<file path="src/rtl/spi_controller_pkg.sv">
// spi_controller_pkg
//   Shared types and helpers for the SPI master slice.
//   - state_e      : controller phase encoding
//   - width_for()  : counter width for a 0..n-1 range, never narrower than 1 bit
//   - DEF_*        : default packet width and clock divider
package spi_controller_pkg;

    localparam int DEF_BIT_WIDTH = 20;
    localparam int DEF_CLK_DIV   = 4;

    typedef enum logic [2:0] {
        GAP,
        IDLE,
        LOW,
        HIGH,
        HOLD,
        DONE
    } state_e;

    // A counter covering 0..n-1 needs $clog2(n) bits; a 1-entry range still
    // needs a real (1-bit) register so the logic stays well formed.
    function automatic int width_for(input int n);
        return (n < 2) ? 1 : $clog2(n);
    endfunction

endpackage

</file>
<file path="src/rtl/spi_controller_if.sv">
// spi_controller_if
//   Bundles the upstream request stream, downstream response stream and the
//   four SPI pins of the controller.
//   master modport : the controller (drives rdy/send/cs/sclk/mosi)
//   slave  modport : the environment (drives recv/send_rdy/miso)
interface spi_controller_if
    import spi_controller_pkg::*;
#(
    parameter int BIT_WIDTH = DEF_BIT_WIDTH
);
    logic [BIT_WIDTH-1:0] recv_msg;
    logic                 recv_val;
    logic                 recv_rdy;
    logic [BIT_WIDTH-1:0] send_msg;
    logic                 send_val;
    logic                 send_rdy;
    logic                 cs;
    logic                 sclk;
    logic                 mosi;
    logic                 miso;

    modport master (
        input  recv_msg, recv_val, send_rdy, miso,
        output recv_rdy, send_msg, send_val, cs, sclk, mosi
    );

    modport slave (
        output recv_msg, recv_val, send_rdy, miso,
        input  recv_rdy, send_msg, send_val, cs, sclk, mosi
    );
endinterface

</file>
<file path="src/rtl/spi_controller_sync_2ff.sv">
// spi_sync_2ff
//   Two-flop synchronizer bringing the asynchronous miso pin into clk.
//   clk   : system clock
//   reset : asynchronous active-low reset, both flops clear to 0
//   d_i   : asynchronous input
//   q_o   : synchronized output (two clk cycles of latency)
module spi_sync_2ff (
    input  logic clk,
    input  logic reset,
    input  logic d_i,
    output logic q_o
);
    logic meta_q;
    logic sync_q;

    always_ff @(posedge clk or negedge reset) begin
        if (!reset) begin
            meta_q <= 1'b0;
            sync_q <= 1'b0;
        end else begin
            meta_q <= d_i;
            sync_q <= meta_q;
        end
    end

    assign q_o = sync_q;
endmodule

</file>
<file path="src/rtl/spi_controller.sv">
// spi_controller
//   SPI mode-0 master. Accepts a BIT_WIDTH packet on bus.recv_*, shifts it out
//   MSB-first on mosi while capturing miso, then returns the captured word on
//   bus.send_*. One packet in flight at a time.
//   clk   : system clock, rising edge
//   reset : asynchronous active-low reset (aborts any transfer)
//   bus   : spi_controller_if.master (streams + cs/sclk/mosi/miso)
module spi_controller
    import spi_controller_pkg::*;
#(
    parameter int BIT_WIDTH = DEF_BIT_WIDTH,
    parameter int CLK_DIV   = DEF_CLK_DIV
) (
    input  logic                  clk,
    input  logic                  reset,
    spi_controller_if.master      bus
);
    localparam int CW = width_for(CLK_DIV);
    localparam int IW = width_for(BIT_WIDTH);

    state_e               state_q, state_d;
    logic [CW-1:0]        cnt_q, cnt_d;
    logic [IW-1:0]        bit_idx_q, bit_idx_d;
    logic [BIT_WIDTH-1:0] tx_shift_q, tx_shift_d;
    logic [BIT_WIDTH-1:0] rx_shift_q, rx_shift_d;
    logic [BIT_WIDTH-1:0] send_msg_q, send_msg_d;
    logic                 cs_q, cs_d;
    logic                 sclk_q, sclk_d;
    logic                 mosi_q, mosi_d;
    logic                 recv_rdy_q, recv_rdy_d;
    logic                 send_val_q, send_val_d;

    logic                 miso_s;
    logic                 cnt_last;
    logic [BIT_WIDTH-1:0] tx_shl;

    spi_sync_2ff u_miso_sync (
        .clk   (clk),
        .reset (reset),
        .d_i   (bus.miso),
        .q_o   (miso_s)
    );

    assign cnt_last = (cnt_q == CW'(CLK_DIV - 1));
    assign tx_shl   = tx_shift_q << 1;

    always_ff @(posedge clk or negedge reset) begin
        if (!reset) begin
            state_q    <= GAP;
            cnt_q      <= '0;
            bit_idx_q  <= '0;
            tx_shift_q <= '0;
            rx_shift_q <= '0;
            send_msg_q <= '0;
            cs_q       <= 1'b1;
            sclk_q     <= 1'b0;
            mosi_q     <= 1'b0;
            recv_rdy_q <= 1'b0;
            send_val_q <= 1'b0;
        end else begin
            state_q    <= state_d;
            cnt_q      <= cnt_d;
            bit_idx_q  <= bit_idx_d;
            tx_shift_q <= tx_shift_d;
            rx_shift_q <= rx_shift_d;
            send_msg_q <= send_msg_d;
            cs_q       <= cs_d;
            sclk_q     <= sclk_d;
            mosi_q     <= mosi_d;
            recv_rdy_q <= recv_rdy_d;
            send_val_q <= send_val_d;
        end
    end

    always_comb begin
        state_d    = state_q;
        cnt_d      = cnt_q;
        bit_idx_d  = bit_idx_q;
        tx_shift_d = tx_shift_q;
        rx_shift_d = rx_shift_q;
        send_msg_d = send_msg_q;
        cs_d       = cs_q;
        sclk_d     = sclk_q;
        mosi_d     = mosi_q;
        recv_rdy_d = recv_rdy_q;
        send_val_d = send_val_q;

        unique case (state_q)
            // Minimum cs-high time after reset and between packets.
            GAP: begin
                cs_d = 1'b1;
                if (cnt_last) begin
                    cnt_d      = '0;
                    recv_rdy_d = 1'b1;
                    state_d    = IDLE;
                end else begin
                    cnt_d = cnt_q + CW'(1);
                end
            end
            IDLE: begin
                if (bus.recv_val && recv_rdy_q) begin
                    tx_shift_d = bus.recv_msg;
                    recv_rdy_d = 1'b0;
                    cs_d       = 1'b0;
                    mosi_d     = bus.recv_msg[BIT_WIDTH-1];
                    bit_idx_d  = '0;
                    cnt_d      = '0;
                    state_d    = LOW;
                end
            end
            // First LOW after IDLE also provides cs-to-sclk setup.
            LOW: begin
                if (cnt_last) begin
                    sclk_d  = 1'b1;
                    cnt_d   = '0;
                    state_d = HIGH;
                end else begin
                    cnt_d = cnt_q + CW'(1);
                end
            end
            // miso is sampled as late as possible so minion data launched at
            // the sclk rise has cleared the synchronizer.
            HIGH: begin
                if (cnt_last) begin
                    rx_shift_d = (rx_shift_q << 1) | BIT_WIDTH'(miso_s);
                    sclk_d     = 1'b0;
                    cnt_d      = '0;
                    if (bit_idx_q == IW'(BIT_WIDTH - 1)) begin
                        state_d = HOLD;
                    end else begin
                        tx_shift_d = tx_shl;
                        mosi_d     = tx_shl[BIT_WIDTH-1];
                        bit_idx_d  = bit_idx_q + IW'(1);
                        state_d    = LOW;
                    end
                end else begin
                    cnt_d = cnt_q + CW'(1);
                end
            end
            // sclk-to-cs hold before releasing the minion.
            HOLD: begin
                if (cnt_last) begin
                    cs_d       = 1'b1;
                    mosi_d     = 1'b0;
                    send_msg_d = rx_shift_q;
                    send_val_d = 1'b1;
                    cnt_d      = '0;
                    state_d    = DONE;
                end else begin
                    cnt_d = cnt_q + CW'(1);
                end
            end
            DONE: begin
                if (bus.send_rdy) begin
                    send_val_d = 1'b0;
                    cnt_d      = '0;
                    state_d    = GAP;
                end
            end
            default: begin
                cnt_d   = '0;
                state_d = GAP;
            end
        endcase
    end

    assign bus.recv_rdy = recv_rdy_q;
    assign bus.send_msg = send_msg_q;
    assign bus.send_val = send_val_q;
    assign bus.cs       = cs_q;
    assign bus.sclk     = sclk_q;
    assign bus.mosi     = mosi_q;
endmodule

</file>
<file path="src/flat_wrapper.sv">
// flat-port wrapper written by rule: the top's interface ports become plain ports
module spi_controller_flat import spi_controller_pkg::*;
#(
    parameter int BIT_WIDTH = DEF_BIT_WIDTH,
    parameter int CLK_DIV   = DEF_CLK_DIV
)
  (clk, reset, bus_recv_msg, bus_recv_val, bus_send_rdy, bus_miso, bus_recv_rdy, bus_send_msg, bus_send_val, bus_cs, bus_sclk, bus_mosi);
  spi_controller_if #(.BIT_WIDTH(BIT_WIDTH)) bus_i ();
  input  logic clk;
  input  logic reset;
  input wire logic [$bits(bus_i.recv_msg)-1:0] bus_recv_msg;
  input wire logic [$bits(bus_i.recv_val)-1:0] bus_recv_val;
  input wire logic [$bits(bus_i.send_rdy)-1:0] bus_send_rdy;
  input wire logic [$bits(bus_i.miso)-1:0] bus_miso;
  output wire logic [$bits(bus_i.recv_rdy)-1:0] bus_recv_rdy;
  output wire logic [$bits(bus_i.send_msg)-1:0] bus_send_msg;
  output wire logic [$bits(bus_i.send_val)-1:0] bus_send_val;
  output wire logic [$bits(bus_i.cs)-1:0] bus_cs;
  output wire logic [$bits(bus_i.sclk)-1:0] bus_sclk;
  output wire logic [$bits(bus_i.mosi)-1:0] bus_mosi;
  assign bus_i.recv_msg = bus_recv_msg;
  assign bus_i.recv_val = bus_recv_val;
  assign bus_i.send_rdy = bus_send_rdy;
  assign bus_i.miso = bus_miso;
  assign bus_recv_rdy = bus_i.recv_rdy;
  assign bus_send_msg = bus_i.send_msg;
  assign bus_send_val = bus_i.send_val;
  assign bus_cs = bus_i.cs;
  assign bus_sclk = bus_i.sclk;
  assign bus_mosi = bus_i.mosi;
  spi_controller #(.BIT_WIDTH(BIT_WIDTH), .CLK_DIV(CLK_DIV)) u_core (.clk(clk), .reset(reset), .bus(bus_i));
endmodule
</file>
<file path="config.mk">
export PLATFORM = sky130hd
export DESIGN_NAME = spi_controller_flat
export DESIGN_NICKNAME = d
export VERILOG_FILES = /design/src/rtl/spi_controller_pkg.sv /design/src/rtl/spi_controller_if.sv /design/src/rtl/spi_controller_sync_2ff.sv /design/src/rtl/spi_controller.sv /design/src/flat_wrapper.sv
export SDC_FILE = /design/constraint.sdc
export NUM_CORES = 1
export LEC_CHECK = 0
export BUFFER_PORTS_ARGS = -buffer_cell sky130_fd_sc_hd__buf_2
export CORE_ASPECT_RATIO = 1.4
export CORE_MARGIN = 2
export CORE_UTILIZATION = 24
export DETAILED_ROUTE_END_ITERATION = 10
export HOLD_SLACK_MARGIN = 0.02
export PLACE_DENSITY = 0.52
export SYNTH_ARGS = -nofsm -noshare
export SYNTH_HDL_FRONTEND = slang
export SYNTH_SLANG_ARGS = --single-unit
</file>
<file path="constraint.sdc">
create_clock -name clk -period 4.6 [get_ports clk]
set_input_delay 0.92 -clock clk [delete_from_list [all_inputs] [get_ports clk]]
set_output_delay 0.92 -clock clk [all_outputs]
set_load 0.05 [all_outputs]
</file>
# --- Word-level counts from Yosys, hierarchy flattened ---
# Index checks and enable logic that the tools add are counted.
totals:
  input_bits: 25
  elab_cells: 81
  out_inout_bits: 25
  register_bits: 76
classes:
  n_bitwise: 1
  n_mux: 32
  reduce_logical: 19
  add_sub_neg: 2
  n_eq_ne: 14
ops:
  columns: ["op", "count"]
  rows:
  - ["$mux 19", 3]
  - ["$pmux 19 s2", 1]
  - ["$mux 3", 7]
  - ["$or 20x1->20", 1]
  - ["$pmux 3 s6", 1]
  - ["$mux 5", 3]
  - ["$reduce_and 3->1", 4]
  - ["$ne 2x1->1 const B", 5]
  - ["$pmux 5 s2", 1]
  - ["$reduce_bool 2->1", 4]
  - ["$mux 1", 7]
  - ["$eq 3x2->1 const B", 2]
  - ["$eq 3x3->1 const B", 2]
  - ["$mux 2", 3]
  - ["$pmux 1 s2", 3]
  - ["$pmux 1 s3", 2]
  - ["$pmux 2 s3", 1]
  - ["$reduce_and 2->1", 3]
  - ["$reduce_and 6->1", 1]
  - ["$reduce_bool 3->1", 2]
  - ["$add 5x1->5 const B", 1]
  - ["$eq 5x5->1 const B", 1]
  - ["$reduce_and 5->1", 1]
  - ["$ne 2x2->1 const B", 2]
  - ["other kinds (7)", 7]

# --- Logic depth before layout (Yosys ltp) ---
# Gate-level depths: netlist of the first run.
logic_depth:
  depth_word: 4
  mapped_depth: 7
  depth_no_buf: 5

# --- By module ---
# Synthesis of the first run repeated with hierarchy kept, for this count alone.
hier_totals:
  hier_cells: 257
  hier_area_um2: 3367.0
modules_own_cells:
  columns: ["mod", "seq_area_each_um2", "instances", "area_each_um2", "cells_per_inst"]
  rows:
  - ["spi_controller", 1853.0, 1, 3316.9, 255]
  - ["spi_sync_2ff", 50.0, 1, 50.0, 2]

# --- Worst setup path before layout of the first run ---
# OpenSTA, ideal clock, no wires.
synth_path:
  path_kind: "input-to-reg"
  startpoint: "input bus_recv_val"
  endpoint: "register u_core.bit_idx_q[4]"
  n_path_buf: 1
  stages: 5
  setup_time_ns: 0.126
  setup_slack_ns: 2.772
  t_required_ns: 4.474
  arrival_time_ns: 1.701
  cell_sequence: "nand2_1 > o32a_4 > buf_4 > o21ai_1 > o31ai_1"
synth_between:
  elab_chain_cells: 3
synth_lines:
  columns: ["item", "line_no", "source"]
  rows:
  - ["from (decl)", "flat_wrapper.sv:12", "input wire logic [$bits(bus_i.recv_val)-1:0] bus_recv_val;"]
  - ["$logic_and 1x1->1", "spi_controller.sv:101", "if (bus.recv_val && recv_rdy_q) begin"]
  - ["$ne 2x1->1 (no source line)", null, null]
  - ["$reduce_and 4->1 (no source line)", null, null]
  - ["to (signal assigned)", "spi_controller.sv:63", "bit_idx_q <= bit_idx_d;"]
  - ["to (decl)", "spi_controller.sv:23", "logic [IW-1:0] bit_idx_q, bit_idx_d;"]
# No other way between the ends.
# A chain may end at the register's enable or synchronous reset.

# --- Final worst setup path of the first run ---
layout_path:
  startpoint: "register u_core.cnt_q[0]"
  endpoint: "register u_core.bit_idx_q[0]"
layout_between:
  elab_chain_cells: 3
layout_lines:
  columns: ["item", "line_no", "source"]
  rows:
  - ["from (decl)", "spi_controller.sv:22", "logic [CW-1:0] cnt_q, cnt_d;"]
  - ["from (signal assigned)", "spi_controller.sv:62", "cnt_q <= cnt_d;"]
  - ["$eq 2x2->1", "spi_controller.sv:44", "assign cnt_last = (cnt_q == CW'(CLK_DIV - 1));"]
  - ["$ne 2x1->1 (no source line)", null, null]
  - ["$reduce_and 4->1 (no source line)", null, null]
# No other way between the ends.

==> results.toml, run 1 <==
[run_status]
result_of_the_run = "complete, no violations"

[synth]
syn_avg_cell_area_sq_um = 12.8
synth_largest_type_area_fraction_pct = 58.3
synth_largest_area_cell = "sky130_fd_sc_hd__dfrtp_1"
postSynthRegisterBits = 76
synthArstFlopShare_pct = 100
synth_seq_area_share_pct = 59.1
yosys_most_used_dff = "sky130_fd_sc_hd__dfrtp_1"
ys_top_cells_by_area = "sky130_fd_sc_hd__dfrtp_1 (58%), sky130_fd_sc_hd__mux2_2 (15%), sky130_fd_sc_hd__mux2i_1 (5.9%)"
synth.net_count = 279
synth_area_sq_um = 3220
yosysWarningCount = 0
synthDistinctLibCells = 33
syn-instance-count = 252
synth-edff-count = 0

[setup_path]
critical_path.max_fanout = 42
worstSetupStartpointType = "flop"
critPathCaptureType = "flop"
path_class = "reg2reg"
critical_path_arrival_ns = 2.62
worst_ep_required_time_ns = 4.81

[finish]
antenna-diode-count = 0
fillerInstances = 1409
mostFrequentLayoutCell = "sky130_fd_sc_hd__dfrtp_1"
area.sequential_sq_um = 1900
mostFrequentLayoutCells = "sky130_fd_sc_hd__dfrtp_1 (75), sky130_fd_sc_hd__buf_2 (48), sky130_fd_sc_hd__mux2_2 (42)"
area_growth_pct = 21.2
post-route-util_pct = 29.4
fin_nets = 326
multi_input_area_sq_um = 1220
post_route_cells_drive_above_1_share_pct = 37.2

[route]
drtPass1Iterations = 4
routedWlPerCell_um = 12.6
drcViolationCount = 0
routed-via-count = 2022
drt_first_iter_violations = 91
routed_via_density = 4.16
antenna_left = 0
routed_wirelength_um = 6130

[pwr]
power.leakage_nw = 1.94
power-per-cell-area_nw_per_um2 = 534
vdd_ir_drop_max_mv = 0.188

[clock_tree]
h-tree-depth = 3
cts.sinks = 76
worst_skew_pair.late_latency_ns = 0.33
cts_tree = "built"
clock-root-buffer = "sky130_fd_sc_hd__clkbuf_16"
clk_pin_slew_ns = 0.06
clockBufferDepth = 2
cts_buffers = 9
post_cts.resized_instances = 0
cts.hold.buffers_added = 0
postCtsSetupBuffers = 0

[flow_run]
max-cap-violations = 0

[sta]
grt_setup_unrepaired = "false"
fin_crit_sh_pct = 52.3
highest_attainable_clock_frequency_ghz = 0.416
tightest_slew_ns = 1.00
timing.max_slew.rel_slack_pct = 33.2
setup-tns-final_ns = 0
finish_stage_setup_viols = 0
fin_skew_ns = 0.00703
number_of_endpoints_with_negative_hold_slack_in_the_final_report = 0
final_period_minus_worst_setup_slack_ns = 2.40
slew_violations = 0

[grt]
antenna_found_initial = 0
grt_pass1_vias = 2157
global_route.usage.total_pct = 9.24
grt_met2_use_pct = 15.1
met3_usage_in_global_routing_pct = 3.22
overflow = 0
grt_start_max_net_pins = 77
global_route_wire_length_before_repair_um = 10300
grtUsageMet1_pct = 10.7
grt_most_used_layer = "met2"

[die]
floorplan.initialDensity_pct = 24.3
io-pin-count = 50
rows = 50
die_x_um = 102
design.die.area_sq_um = 14400
core_region_area_sq_um = 13300
fp.dieH_um = 141

[min_path]
worst_hold_path_type = "reg2reg"

[placed_design]
port_buffers = 49
place_congestion = 0.760
estimated_wirelength_of_the_detail_placed_design_um = 4110
power by group:
| group | internal [mW] | total [mW] | switching (mW) |
|---|---|---|---|
| clock network | 0.381 | 0.651 | 0.271 |
| logic | 0.229 | 0.518 | 0.289 |
| registers | 0.809 | 0.915 | 0.106 |
| total | 1.42 | 2.08 | 0.666 |
logic make-up (layout without fill, tap and decap cells):
| family | count (synthesis) | in the layout | share of synthesized area, % |
|---|---|---|---|
| flops | 76 | 76 | 59.1 |
| mux | 61 | 61 | 20.6 |
| simple gates | 49 | 49 | 7.43 |
| compound gates | 47 | 47 | 9.25 |
| buf+inv | 17 | 69 | 2.80 |
| fa+ha+maj | 2 | 2 | 0.777 |
final timing paths:
kind                                                    end                                start  cells past startpoint  slack [ns]
max in group asynchronous  u_core.rx_shift_q[2]$_DFFE_PN0P_                                reset                      1        3.24
max                         u_core.bit_idx_q[0]$_DFFE_PN0P_          u_core.cnt_q[0]$_DFFE_PN0P_                      4        2.20
max reg2reg                 u_core.bit_idx_q[0]$_DFFE_PN0P_          u_core.cnt_q[0]$_DFFE_PN0P_                      4        2.20
min reg2reg                u_core.u_miso_sync.q_o$_DFF_PN0_  u_core.u_miso_sync.meta_q$_DFF_PN0_                      0        0.35
min in group asynchronous  u_core.tx_shift_q[8]$_DFFE_PN0P_                                reset                      1        0.73
min                        u_core.u_miso_sync.q_o$_DFF_PN0_  u_core.u_miso_sync.meta_q$_DFF_PN0_                      0        0.35
synthesized netlist by cell type (2+ instances only):
cell / count
sky130_fd_sc_hd__a21oi_1: 5
sky130_fd_sc_hd__a22o_1: 4
sky130_fd_sc_hd__a31oi_1: 3
sky130_fd_sc_hd__buf_2: 9
sky130_fd_sc_hd__buf_4: 4
sky130_fd_sc_hd__dfrtp_1: 75
sky130_fd_sc_hd__ha_1: 2
sky130_fd_sc_hd__inv_1: 3
sky130_fd_sc_hd__mux2_2: 42
sky130_fd_sc_hd__mux2i_1: 19
sky130_fd_sc_hd__nand2_1: 26
sky130_fd_sc_hd__nand3_1: 4
sky130_fd_sc_hd__nor2_1: 9
sky130_fd_sc_hd__nor2b_1: 2
sky130_fd_sc_hd__o21ai_0: 20
sky130_fd_sc_hd__o21ai_1: 7
sky130_fd_sc_hd__o31ai_1: 2
worst max-delay path, cell delays in order, from the launching register on:
cell and delay [ns]:
sky130_fd_sc_hd__dfrtp_1 0.36, sky130_fd_sc_hd__ha_1 0.33, sky130_fd_sc_hd__nand4b_2 0.67, sky130_fd_sc_hd__o32a_4 0.61
sky130_fd_sc_hd__mux2_2 0.32
sequential cells by signal, indices dropped and copies added, names as in the netlist:
name	flops
u_core.bus.send_msg	20
u_core.rx_shift_q	20
u_core.tx_shift_q	19
u_core.bit_idx_q	5
u_core.state_q	3
u_core.cnt_q	2
u_core.bus.cs	1
u_core.bus.mosi	1
u_core.bus.recv_rdy	1
u_core.bus.sclk	1
u_core.bus.send_val	1
u_core.u_miso_sync.meta_q	1
u_core.u_miso_sync.q_o	1
area by class of cell:
cell class                 count  share of cell area, %
timing repair buffer          50                   6.54
clock inverter                 5                  0.930
clock buffer                  11                   6.22
tap                          182                   5.84
multi-input combinational    159                   31.4
inverter                       3                  0.289
sequential                    76                   48.8
through the flow:
step	hold slack (ns)	setup slack (ns)	area (sq um)	cells	power, mW
finish	0.347	2.20	3900	486	2.08
global route	0.371	1.94	3900	486	2.23
CTS	0.348	2.11	3900	486	2.12
detailed placement	0.335	2.15	3620	470	1.46
global placement	0.333	2.21	3620	470	1.43
floorplan	0.331	2.77	3220	252	1.35
metal layers:
metal / share of wire [%] / wire (um) / vias up
li1: - / - / 1000
met1: 44 / 2700 / 963
met3: 6.1 / 375 / 12
met4: 2.0 / 120 / 0
met5: 0 / 0 / -
met2: 48 / 2940 / 47
No activity file was read; power rests on OpenSTA's default activity.
==> run 2: changes to the inputs <==
Settings changed: PLACE_DENSITY 0.52 to 0.54.
Clock period 4.6 ns to 2 ns, I/O delays scaled along.
==> run 2 against run 1 <==
Clock power up 130%. Global-route usage up 0.37 points. Critical endpoint unchanged. First-iteration DRC count down 16%. Critical path depth unchanged. Sequential cell count unchanged. Wire length up 0.18%. Combinational power rose to 2.5 times the previous value. Register-to-register slack worse by 1.9 ns. Clock skew down 0.0033 ns. Count of clock-buffer cells in the layout up 1.
==> results.toml, run 2 (same netlist as run 1, synthesis figures left out) <==
[route]
drt_first_iter_violations = 76
met2_wirelength_um = 2880
drcViolationCount = 0
route.met3.wl_um = 355
antenna_left = 0
routed_wirelength_um = 6140
drtPass1Iterations = 4
routedWlPerCell_um = 12.4
routed-via-count = 2065
routed_via_density = 4.18
dr_top_layer = "met4"
routedLengthMet1_um = 2780

[finish]
post_route_cells_drive_above_1_share_pct = 38.8
postLayoutCellArea_sq_um = 3990
area_growth_pct = 23.9
mostFrequentLayoutCells = "sky130_fd_sc_hd__dfrtp_1 (75), sky130_fd_sc_hd__buf_2 (48), sky130_fd_sc_hd__mux2_2 (42)"
mostFrequentLayoutCell = "sky130_fd_sc_hd__dfrtp_1"
antenna-diode-count = 0
post-route-util_pct = 30.1
fin_nets = 334
fin_cells = 494

[flow_run]
max-cap-violations = 0

[setup_path]
critical_path_arrival_ns = 1.97
worst_ep_required_time_ns = 2.22
path_class = "reg2reg"
critical_path.n_buffers_inverters = 0
critPathCaptureType = "flop"
max_stage_delay_ns = 0.41
crit_path_top_delay_cell = "sky130_fd_sc_hd__dfrtp_1"
worstSetupStartpointType = "flop"
critical-path-top-delay-family = "flip-flops"
critical_path.max_fanout = 42
worstPathCellList = "ha_1, and4bb_2, o32a_4, mux2_2"

[sta]
setup-tns-final_ns = 0
finish_stage_setup_viols = 0
tightest_slew_ns = 0.475
highest_attainable_clock_frequency_ghz = 0.573
fin_crit_sh_pct = 87.2
final_period_minus_worst_setup_slack_ns = 1.74
slew_violations = 0
grt_setup_unrepaired = "false"
worst_slack_ns = 0.255
number_of_endpoints_with_negative_hold_slack_in_the_final_report = 0
timing.max_slew.rel_slack_pct = 68.3
fin_skew_ns = 0.00368

[grt]
antenna_found_initial = 0
overflow = 0
global_route.usage.total_pct = 9.61
grt_pass1_vias = 2149
grt_start_max_net_pins = 43
global_route_wire_length_before_repair_um = 10500

[placed_design]
place_congestion = 0.728
estimated_wirelength_of_the_detail_placed_design_um = 4280
placedCellCount = 478
dpl_cell_area_sq_um = 3710
port_buffers = 49
dpl_ws_ns = 0.262

[clock_tree]
post_cts.resized_instances = 0
h-tree-depth = 3
cts.hold.buffers_added = 0
clock-root-buffer = "sky130_fd_sc_hd__clkbuf_16"
clk_pin_slew_ns = 0.06
cts.sinks = 76
cts_buffers = 9
postCtsSetupBuffers = 0
cts_tree = "built"
worst_skew_pair.late_latency_ns = 0.34
clockBufferDepth = 2

[die]
fp.dieH_um = 141
floorplan.initialDensity_pct = 24.3
die_x_um = 102
design.die.area_sq_um = 14400
rows = 50
io-pin-count = 50
core_region_area_sq_um = 13300

[pwr]
netSwitchingFraction_pct = 31.5
power-per-cell-area_nw_per_um2 = 1230
power.leakage_nw = 2.00
total_switching_power_mw = 1.54
vdd_ir_drop_max_mv = 0.406
sequentialPowerShare_pct = 42.6
combPwrFrac_pct = 26.7
power.clock.fraction_pct = 30.8
internal_power_mw = 3.35

[run_status]
result_of_the_run = "complete, no violations"

[min_path]
worst_hold_path_type = "in2async"
==> run 2: changes by cell type in the layout (fill, tap and decap cells not counted), sizes merged <==
cell | before | now
inv | 4 | 3
buf | 50 | 58
clkinv | 1 | 4
clkbuf | 11 | 12
clkinvlp | 3 | 0
==> run 2: final timing paths <==
check / slack [ns] / from / end / cells after the start
worst max register to register: 0.26 / u_core.bit_idx_q[0]$_DFFE_PN0P_ / u_core.bit_idx_q[0]$_DFFE_PN0P_ / 4
worst min-delay path: 0.02 / reset / u_core.tx_shift_q[8]$_DFFE_PN0P_ / 1
max in group asynchronous: 1.41 / reset / u_core.bus.send_msg[10]$_DFFE_PN0P_ / 2
min in group clk: 0.17 / bus_miso / u_core.u_miso_sync.meta_q$_DFF_PN0_ / 1
worst max-delay path: 0.26 / u_core.bit_idx_q[0]$_DFFE_PN0P_ / u_core.bit_idx_q[0]$_DFFE_PN0P_ / 4
worst min register to register: 0.35 / u_core.u_miso_sync.meta_q$_DFF_PN0_ / u_core.u_miso_sync.q_o$_DFF_PN0_ / 0
==> run 2: worst register-to-register path, delay by kind of cell (launching register included) <==
family / cells / cell delay (ns)
simple gates: 1 / 0.27
mux: 1 / 0.32
compound gates: 1 / 0.39
fa+ha+maj: 1 / 0.25
flops: 1 / 0.41
==> run 2: cell type report <==
class / instances / area [sq um]
inverter: 3 / 11.3
fill: 1398 / 9280
clock buffer: 12 / 256
clock inverter: 4 / 23.8
multi-input combinational: 159 / 1220
tap: 182 / 228
sequential: 76 / 1900
timing repair buffer: 58 / 340
==> run 2: per-stage QoR <==
step	total power, mW	hold slack [ns]
4_1_cts	4.98	0.0362
3_5_place_dp	3.44	0.340
2_1_floorplan	3.09	0.104
6_report	4.90	0.0162
5_1_grt	5.25	0.0474
3_3_place_gp	3.40	0.334
==> run 2: power groups by stage <==
| stage | clock network, mW | logic (mW) | registers (mW) |
|---|---|---|---|
| floorplan | 0 | 0.962 | 2.13 |
| CTS | 1.56 | 1.33 | 2.09 |
| global route | 1.65 | 1.47 | 2.14 |
| finish | 1.51 | 1.31 | 2.08 |
| detailed placement | 0 | 1.33 | 2.11 |
| global placement | 0 | 1.30 | 2.10 |
==> run 2: layer usage <==
metal	vias to the layer above	GRT usage [%]
li1	1011	-
met1	1001	12.3
met2	42	14.0
met3	11	3.32
met4	0	5.47
met5	-	0
